File: config.mk
export PLATFORM = sky130hd
export DESIGN_NAME = mem_ctrl_flat
export DESIGN_NICKNAME = d
export VERILOG_FILES = /design/src/rtl/mem_ctrl_pkg.sv /design/src/rtl/mem_ctrl_if.sv /design/src/rtl/mem_ctrl.sv /design/src/flat_wrapper.sv
export SDC_FILE = /design/constraint.sdc
export NUM_CORES = 1
export LEC_CHECK = 0
export ABC_AREA = 1
export BUFFER_PORTS_ARGS = -buffer_cell sky130_fd_sc_hd__clkbuf_2
export CAP_MARGIN = 0
export CORE_MARGIN = 3
export CORE_UTILIZATION = 40
export DETAILED_ROUTE_END_ITERATION = 16
export PLACE_DENSITY = 0.71
export RECOVER_POWER = 100
export SLEW_MARGIN = 10
export SYNTH_ARGS = -nofsm -noshare
export SYNTH_HDL_FRONTEND = slang
export SYNTH_SLANG_ARGS = --single-unit
File: constraint.sdc
create_clock -name clk -period 3.67 [get_ports clk]
set_input_delay 0 -clock clk [delete_from_list [all_inputs] [get_ports clk]]
set_output_delay 0 -clock clk [all_outputs]
set_load 0.05 [all_outputs]
File: src/rtl/mem_ctrl_pkg.sv
// Shared types and constants for the memory controller: bus widths, the I/O
// window base, access size codes and the controller FSM states.
package mem_ctrl_pkg;

  localparam int unsigned DATA_WIDTH       = 32;
  localparam logic [31:0] IO_ADDR_BASE_DEF = 32'h0003_0000;

  // Access size codes are bytes-1
  localparam logic [1:0] SIZE_BYTE = 2'd0;
  localparam logic [1:0] SIZE_HALF = 2'd1;
  localparam logic [1:0] SIZE_WORD = 2'd3;

  typedef enum logic [1:0] {
    ST_IDLE,
    ST_READ,
    ST_WRITE,
    ST_DONE
  } state_t;

  typedef struct packed {
    logic                  wr;
    logic [1:0]            size;
    logic [DATA_WIDTH-1:0] addr;
    logic [DATA_WIDTH-1:0] data;
  } slb_req_t;

  function automatic logic [7:0] byte_sel(input logic [31:0] w, input logic [1:0] k);
    return w[{k, 3'b000} +: 8];
  endfunction

endpackage

File: src/rtl/mem_ctrl_if.sv
// Fetcher, SLB and byte-wide RAM/IO bus signals of the memory controller.
// The controller takes the slave view; fetcher/SLB/RAM side takes the master view.
interface mem_ctrl_if;

  logic        in_fetcher_get_instr;
  logic [31:0] in_fetcher_pc;
  logic        out_fetcher_get_instr;
  logic [31:0] out_fetcher_instr;

  logic        in_slb_req;
  logic        in_slb_wr;
  logic [1:0]  in_slb_size;
  logic [31:0] in_slb_addr;
  logic [31:0] in_slb_data;
  logic        out_slb_done;
  logic [31:0] out_slb_data;

  logic        in_misbranch;
  logic        in_io_buffer_full;

  logic [7:0]  mem_din;
  logic [7:0]  mem_dout;
  logic [31:0] mem_a;
  logic        mem_wr;

  modport slave (
    input  in_fetcher_get_instr, in_fetcher_pc,
    output out_fetcher_get_instr, out_fetcher_instr,
    input  in_slb_req, in_slb_wr, in_slb_size, in_slb_addr, in_slb_data,
    output out_slb_done, out_slb_data,
    input  in_misbranch, in_io_buffer_full, mem_din,
    output mem_dout, mem_a, mem_wr
  );

  modport master (
    output in_fetcher_get_instr, in_fetcher_pc,
    input  out_fetcher_get_instr, out_fetcher_instr,
    output in_slb_req, in_slb_wr, in_slb_size, in_slb_addr, in_slb_data,
    input  out_slb_done, out_slb_data,
    output in_misbranch, in_io_buffer_full, mem_din,
    input  mem_dout, mem_a, mem_wr
  );

endinterface

File: src/rtl/mem_ctrl.sv
// Memory controller: latches fetch and load/store requests, arbitrates (SLB first)
// and serialises each access into byte transfers on the 8-bit RAM/IO bus.
module mem_ctrl
  import mem_ctrl_pkg::*;
#(
  parameter logic [31:0] IO_ADDR_BASE = IO_ADDR_BASE_DEF,
  parameter int unsigned BYTE_LAT     = 1
) (
  input  logic      clk,
  input  logic      rst,
  input  logic      rdy,
  mem_ctrl_if.slave bus
);

  localparam logic [3:0] LAT = 4'(BYTE_LAT);

  // Pending request latches
  logic        r_f_pend;
  logic [31:0] r_f_pc;
  logic        r_s_pend;
  slb_req_t    r_s_req;

  // Access in progress
  state_t      r_state;
  state_t      w_state_nxt;
  logic        r_sel_slb;
  logic [31:0] r_base;
  logic [1:0]  r_size;
  logic [31:0] r_wdata;
  logic [3:0]  r_cnt;
  logic [31:0] r_buf;

  // Registered outputs
  logic [31:0] r_mem_a;
  logic [7:0]  r_mem_dout;
  logic        r_f_done;
  logic        r_s_done;
  logic [31:0] r_instr;
  logic [31:0] r_sdata;

  logic        w_f_live;
  logic        w_s_live;
  logic        w_start;
  logic        w_f_clear;
  logic        w_f_accept;
  logic        w_s_clear;
  logic        w_s_accept;
  logic        w_is_io;
  logic        w_wr_fire;
  logic        w_wr_last;
  logic [1:0]  w_k_inc;
  logic        w_rd_cap;
  logic [1:0]  w_rd_idx;
  logic        w_rd_last;
  logic [31:0] w_buf_nxt;

  // A misbranch kills fetches and loads in the same cycle it is seen
  assign w_f_live = r_f_pend && !bus.in_misbranch;
  assign w_s_live = r_s_pend && !(bus.in_misbranch && !r_s_req.wr);
  assign w_start  = (r_state == ST_IDLE) && (w_f_live || w_s_live);

  assign w_f_clear  = bus.in_misbranch || ((r_state == ST_DONE) && !r_sel_slb);
  assign w_f_accept = bus.in_fetcher_get_instr && !bus.in_misbranch && (!r_f_pend || w_f_clear);
  assign w_s_clear  = (bus.in_misbranch && !r_s_req.wr) || ((r_state == ST_DONE) && r_sel_slb);
  assign w_s_accept = bus.in_slb_req && !(bus.in_misbranch && !bus.in_slb_wr) &&
                      (!r_s_pend || w_s_clear);

  assign w_is_io   = (r_mem_a >= IO_ADDR_BASE);
  assign w_wr_fire = (r_state == ST_WRITE) && !(w_is_io && bus.in_io_buffer_full);
  assign w_wr_last = w_wr_fire && (r_cnt[1:0] == r_size);
  assign w_k_inc   = r_cnt[1:0] + 2'd1;

  // Read data trails the address by LAT cycles, so capture index = r_cnt - LAT
  assign w_rd_cap  = (r_state == ST_READ) && (r_cnt >= LAT);
  assign w_rd_idx  = 2'(r_cnt - LAT);
  assign w_rd_last = w_rd_cap && (w_rd_idx == r_size);

  always_comb begin
    w_buf_nxt = r_buf;
    if (w_rd_cap) begin
      w_buf_nxt[{w_rd_idx, 3'b000} +: 8] = bus.mem_din;
    end
  end

  always_comb begin
    w_state_nxt = r_state;
    case (r_state)
      ST_IDLE: begin
        if (w_s_live) begin
          w_state_nxt = r_s_req.wr ? ST_WRITE : ST_READ;
        end else if (w_f_live) begin
          w_state_nxt = ST_READ;
        end
      end
      ST_READ: begin
        if (bus.in_misbranch) begin
          w_state_nxt = ST_IDLE;
        end else if (w_rd_last) begin
          w_state_nxt = ST_DONE;
        end
      end
      ST_WRITE: begin
        if (w_wr_last) begin
          w_state_nxt = ST_DONE;
        end
      end
      ST_DONE:  w_state_nxt = ST_IDLE;
      default:  w_state_nxt = ST_IDLE;
    endcase
  end

  always_ff @(posedge clk) begin
    if (rst) begin
      r_state <= ST_IDLE;
    end else if (rdy) begin
      r_state <= w_state_nxt;
    end
  end

  // A pulse landing on the DONE cycle of its own requester re-arms the latch
  always_ff @(posedge clk) begin
    if (rst) begin
      r_f_pend <= 1'b0;
      r_f_pc   <= '0;
      r_s_pend <= 1'b0;
      r_s_req  <= '0;
    end else if (rdy) begin
      if (w_f_accept) begin
        r_f_pend <= 1'b1;
        r_f_pc   <= bus.in_fetcher_pc;
      end else if (w_f_clear) begin
        r_f_pend <= 1'b0;
      end
      if (w_s_accept) begin
        r_s_pend <= 1'b1;
        r_s_req  <= '{wr:   bus.in_slb_wr,
                      size: bus.in_slb_size,
                      addr: bus.in_slb_addr,
                      data: bus.in_slb_data};
      end else if (w_s_clear) begin
        r_s_pend <= 1'b0;
      end
    end
  end

  always_ff @(posedge clk) begin
    if (rst) begin
      r_sel_slb  <= 1'b0;
      r_base     <= '0;
      r_size     <= '0;
      r_wdata    <= '0;
      r_cnt      <= '0;
      r_buf      <= '0;
      r_mem_a    <= '0;
      r_mem_dout <= '0;
      r_f_done   <= 1'b0;
      r_s_done   <= 1'b0;
      r_instr    <= '0;
      r_sdata    <= '0;
    end else if (rdy) begin
      r_f_done <= 1'b0;
      r_s_done <= 1'b0;
      case (r_state)
        ST_IDLE: begin
          if (w_start) begin
            r_sel_slb  <= w_s_live;
            r_base     <= w_s_live ? r_s_req.addr : r_f_pc;
            r_size     <= w_s_live ? r_s_req.size : SIZE_WORD;
            r_wdata    <= r_s_req.data;
            r_cnt      <= '0;
            r_buf      <= '0;
            r_mem_a    <= w_s_live ? r_s_req.addr : r_f_pc;
            r_mem_dout <= w_s_live ? r_s_req.data[7:0] : '0;
          end
        end
        ST_READ: begin
          if (!bus.in_misbranch) begin
            r_cnt <= r_cnt + 4'd1;
            r_buf <= w_buf_nxt;
            if (r_cnt < {2'b00, r_size}) begin
              r_mem_a <= r_base + 32'(r_cnt + 4'd1);
            end
            if (w_rd_last) begin
              if (r_sel_slb) begin
                r_s_done <= 1'b1;
                r_sdata  <= w_buf_nxt;
              end else begin
                r_f_done <= 1'b1;
                r_instr  <= w_buf_nxt;
              end
            end
          end
        end
        ST_WRITE: begin
          if (w_wr_last) begin
            r_s_done <= 1'b1;
            r_sdata  <= '0;
          end else if (w_wr_fire) begin
            r_cnt      <= r_cnt + 4'd1;
            r_mem_a    <= r_base + {30'b0, w_k_inc};
            r_mem_dout <= byte_sel(r_wdata, w_k_inc);
          end
        end
        default: ;
      endcase
    end
  end

  assign bus.out_fetcher_get_instr = r_f_done;
  assign bus.out_fetcher_instr     = r_instr;
  assign bus.out_slb_done          = r_s_done;
  assign bus.out_slb_data          = r_sdata;
  assign bus.mem_a                 = r_mem_a;
  assign bus.mem_dout              = r_mem_dout;
  assign bus.mem_wr                = w_wr_fire;

endmodule

File: src/flat_wrapper.sv
// flat-port wrapper written by rule: the top's interface ports become plain ports
module mem_ctrl_flat import mem_ctrl_pkg::*;
#(
  parameter logic [31:0] IO_ADDR_BASE = IO_ADDR_BASE_DEF,
  parameter int unsigned BYTE_LAT     = 1
)
  (clk, rst, rdy, bus_in_fetcher_get_instr, bus_in_fetcher_pc, bus_out_fetcher_get_instr, bus_out_fetcher_instr, bus_in_slb_req, bus_in_slb_wr, bus_in_slb_size, bus_in_slb_addr, bus_in_slb_data, bus_out_slb_done, bus_out_slb_data, bus_in_misbranch, bus_in_io_buffer_full, bus_mem_din, bus_mem_dout, bus_mem_a, bus_mem_wr);
  mem_ctrl_if bus_i ();
  input  logic clk;
  input  logic rst;
  input  logic rdy;
  input wire logic [$bits(bus_i.in_fetcher_get_instr)-1:0] bus_in_fetcher_get_instr;
  input wire logic [$bits(bus_i.in_fetcher_pc)-1:0] bus_in_fetcher_pc;
  output wire logic [$bits(bus_i.out_fetcher_get_instr)-1:0] bus_out_fetcher_get_instr;
  output wire logic [$bits(bus_i.out_fetcher_instr)-1:0] bus_out_fetcher_instr;
  input wire logic [$bits(bus_i.in_slb_req)-1:0] bus_in_slb_req;
  input wire logic [$bits(bus_i.in_slb_wr)-1:0] bus_in_slb_wr;
  input wire logic [$bits(bus_i.in_slb_size)-1:0] bus_in_slb_size;
  input wire logic [$bits(bus_i.in_slb_addr)-1:0] bus_in_slb_addr;
  input wire logic [$bits(bus_i.in_slb_data)-1:0] bus_in_slb_data;
  output wire logic [$bits(bus_i.out_slb_done)-1:0] bus_out_slb_done;
  output wire logic [$bits(bus_i.out_slb_data)-1:0] bus_out_slb_data;
  input wire logic [$bits(bus_i.in_misbranch)-1:0] bus_in_misbranch;
  input wire logic [$bits(bus_i.in_io_buffer_full)-1:0] bus_in_io_buffer_full;
  input wire logic [$bits(bus_i.mem_din)-1:0] bus_mem_din;
  output wire logic [$bits(bus_i.mem_dout)-1:0] bus_mem_dout;
  output wire logic [$bits(bus_i.mem_a)-1:0] bus_mem_a;
  output wire logic [$bits(bus_i.mem_wr)-1:0] bus_mem_wr;
  assign bus_i.in_fetcher_get_instr = bus_in_fetcher_get_instr;
  assign bus_i.in_fetcher_pc = bus_in_fetcher_pc;
  assign bus_out_fetcher_get_instr = bus_i.out_fetcher_get_instr;
  assign bus_out_fetcher_instr = bus_i.out_fetcher_instr;
  assign bus_i.in_slb_req = bus_in_slb_req;
  assign bus_i.in_slb_wr = bus_in_slb_wr;
  assign bus_i.in_slb_size = bus_in_slb_size;
  assign bus_i.in_slb_addr = bus_in_slb_addr;
  assign bus_i.in_slb_data = bus_in_slb_data;
  assign bus_out_slb_done = bus_i.out_slb_done;
  assign bus_out_slb_data = bus_i.out_slb_data;
  assign bus_i.in_misbranch = bus_in_misbranch;
  assign bus_i.in_io_buffer_full = bus_in_io_buffer_full;
  assign bus_i.mem_din = bus_mem_din;
  assign bus_mem_dout = bus_i.mem_dout;
  assign bus_mem_a = bus_i.mem_a;
  assign bus_mem_wr = bus_i.mem_wr;
  mem_ctrl #(.IO_ADDR_BASE(IO_ADDR_BASE), .BYTE_LAT(BYTE_LAT)) u_core (.clk(clk), .rst(rst), .rdy(rdy), .bus(bus_i));
endmodule
==> results.toml <==
[power]
p_leak_nw = 7.00
sequentialPowerShare_pct = 43.2
p_sw_mw = 2.17
finalPower_mw = 8.42
comb_power_share_pct = 11.9
internal_power_mw = 6.24
clkPwrFrac_pct = 45.0
p_sw_share_pct = 25.8
pwr_density_cell_mw_per_mm2 = 482
peakVddDrop_uv = 321

[grt]
grt_pass1_vias = 13200
grt_pass1_wl_um = 69000
grt_max_degree = 101
antenna_found_initial = 2
grt_usage_pct = 23.0
grt_overflow = 0

[clocking]
cts_buffers = 36
h-tree-depth = 2
cts_resized = 0
clk_latency_ps = 520
cts_sinks = 312
cts_setup_buffers = 0
path_clk_slew_ps = 60
cts_buffer_depth = 3
cts_tree = "done"
root_buffer = "clkbuf_16"

[synthesis]
syn_area_per_cell_um2 = 6.90
yosysWarnings = 0
ys_ff_latch = 312
ys_types = 37
synth_top_cell_area_share_pct = 45.0
synth_top_area_cell = "dfxtp_1"
ys_seq_area_share_pct = 45.0
netlist_instances = 2013
synth_area_leaders = "dfxtp_1 45%, nand2_1 11%, nor2_1 11%"
syn_area_mm2 = 0.0139
synth_nets = 2147

[sta]
fin_worst_skew_ps = 23.5
maxSlewViolCount = 127
worst_slew_pin_slew_ps = 2030
setup_violations = 0
period_minus_slack_ps = 3180
slew-limit-headroom_pct = -35.4
fmax_mhz = 314
grt_setup_unrepaired = "false"
hold_viol = 0
tns_ps = 0
min_period_over_period_pct = 86.7

[cells_and_area]
fin_nets = 2420
areaGrowthSynthToFinish_pct = 25.7
fin_area_mm2 = 0.0175
drive_above_1_share_pct = 9.04
final_util_pct = 51.5
layout_commonest_cell = "nand2_1"
layout_common_cells = "416 x nand2_1, 405 x nor2_1, 312 x dfxtp_1, 262 x o21ai_0, 157 x a21oi_1"
fillers = 3405

[floorplanning]
fp.dieArea_mm2 = 0.0370
ioPinCount = 221
die_h_um = 192
start_util_pct = 41.0
rows = 67
coreArea_mm2 = 0.0339
die_w_um = 192

[setup_path]
worstSetupStartpointType = "flop"
required_ps = 4100
r2r_start = "u_core.r_cnt[1]"
crit_path_end_kind = "flop"
cp_cell_sequence = "inv_1 -> ha_1 -> buf_4 -> nor2_1 -> nor2_1 -> nand2_1 -> nor2_1 -> nand3_2 -> buf_4 -> inv_1 -> clkbuf_2 -> o21ai_0 -> a21oi_1"
crit_buf_inv = 5
crit_path_frequent_cell = "nor2_1"
critPathLaunch = "u_core.r_cnt[1]"
slowest_delay_ps = 570
crit_arrival_ps = 3610
path_class = "flop to flop"
worst_path_dominant_cell_family = "buffers and inverters"
critical_path.max_fanout = 41
cpMaxStageDelayCell = "clkbuf_2"

[hold_path]
hold_class = "input port to flop"
worstHoldStart = "bus_in_io_buffer_full"

[routing]
drt_first_pass_iters = 6
vias_per_cell = 5.08
wl_per_cell_um = 15.8
remaining_drc_errors = 0
vias = 14000
drtAntennaViolNets = 0
drt_iter0_markers = 1013
wirelength_um = 43700

[outcome]
status = "complete, but fails checks"
violations = "max-capacitance violations, max-slew violations"

[place]
dp_hpwl_um = 29800
port_buffers = 220
place_congestion = 0.877
place_area_mm2 = 0.0152

[job]
maxCapViolCount = 2
==> layer usage <==
layer | track usage (%) | part of all wire (%)
met1 | 33.5 | 49
met2 | 34.9 | 43
met3 | 3.49 | 5.7
met4 | 7.14 | 3.0
met5 | 0 | 0.030
==> worst reg2reg max path, stage by stage, from the launching register on <==
cell and delay [ps]:
dfxtp_1 460, inv_1 150, ha_1 500, buf_4 250, nor2_1 60, nor2_1 80
nand2_1 70, nor2_1 200, nand3_2 90, buf_4 230, inv_1 80, clkbuf_2 570
o21ai_0 170, a21oi_1 210
==> metrics by stage <==
stage	hold slack (ps)	std cells	setup WS, ps
finish	61.5	2760	488
global route	135	2760	271
CTS	46.8	2759	695
detailed placement	257	2585	705
global placement	256	2585	828
floorplan	160	2013	859
==> power groups by stage <==
stage                     Sequential (mW)  Combinational (mW)  Clock [mW]
after detailed placement             3.70               0.909           0
after floorplan                      3.79               0.514           0
after CTS                            3.63                1.01        3.85
final                                3.63               0.999        3.79
after global placement               3.70               0.900           0
after global routing                 3.65                1.11        3.98
==> cells by family (layout without fill, tap and decap cells) <==
kind of cell	after synthesis	count (layout)	share of synthesized area [%]
fa+ha+maj	20	20	1.86
xor+xnor	2	2	0.126
mux	10	10	0.721
buf+inv	227	525	6.54
other cells	0	1	0
compound gates	465	465	17.6
simple gates	977	977	28.1
flops	312	312	45.0
==> synth_stat cells (all sizes together) <==
cell type / count
a211oi: 22
a21oi: 158
a22oi: 2
a311oi: 3
a31oi: 8
and2: 1
buf: 47
clkbuf: 73
clkinv: 2
dfxtp: 312
fa: 1
ha: 19
inv: 105
mux2i: 10
nand2: 417
nand3: 131
nand3b: 4
nand4: 8
nor2: 406
nor3: 6
o2111ai: 2
o21ai: 264
o21bai: 1
o22ai: 3
o31ai: 2
or2: 4
xor2: 2
==> path summary, 6_finish.rpt <==
check / to / slack, ps / depth (start not counted)
worst max-delay path: u_core.bus.out_fetcher_instr[31] / 490 / 13
worst min-delay path: u_core.bus.mem_dout[7] / 60 / 5
worst max register to register: u_core.bus.out_fetcher_instr[31] / 490 / 13
worst min register to register: u_core.r_f_pc[13] / 460 / 2
==> state kept, by name (all words and copies together), names as in the netlist <==
signal and flops:
u_core.bus.mem_a 32, u_core.bus.mem_dout 8, u_core.bus.out_fetcher_get_instr 1, u_core.bus.out_fetcher_instr 32
u_core.bus.out_slb_data 32, u_core.bus.out_slb_done 1, u_core.r_base 32, u_core.r_buf 32
u_core.r_cnt 4, u_core.r_f_pc 32, u_core.r_f_pend 1, u_core.r_s_pend 1
u_core.r_s_req 67, u_core.r_sel_slb 1, u_core.r_size 2, u_core.r_state 2
u_core.r_wdata 32
==> repair_timing <==
action / 4_1_cts / 5_1_grt
endpoints found under the hold margin: 154 / 0
endpoints found under the setup margin: 0 / 0
hold buffers: 111 / 0
==> layout make-up <==
type                       instances  area (µm²)  area share (%)
antenna                            1        2.50          0.0143
tap                              448         561            3.21
multi-input combinational       1474        6720            38.5
inverter                         107         404            2.32
clock buffer                      53        1110            6.35
clock inverter                    10         168           0.961
timing repair buffer             355        2240            12.9
sequential                       312        6250            35.8
No activity file was read; power rests on OpenSTA's default activity.
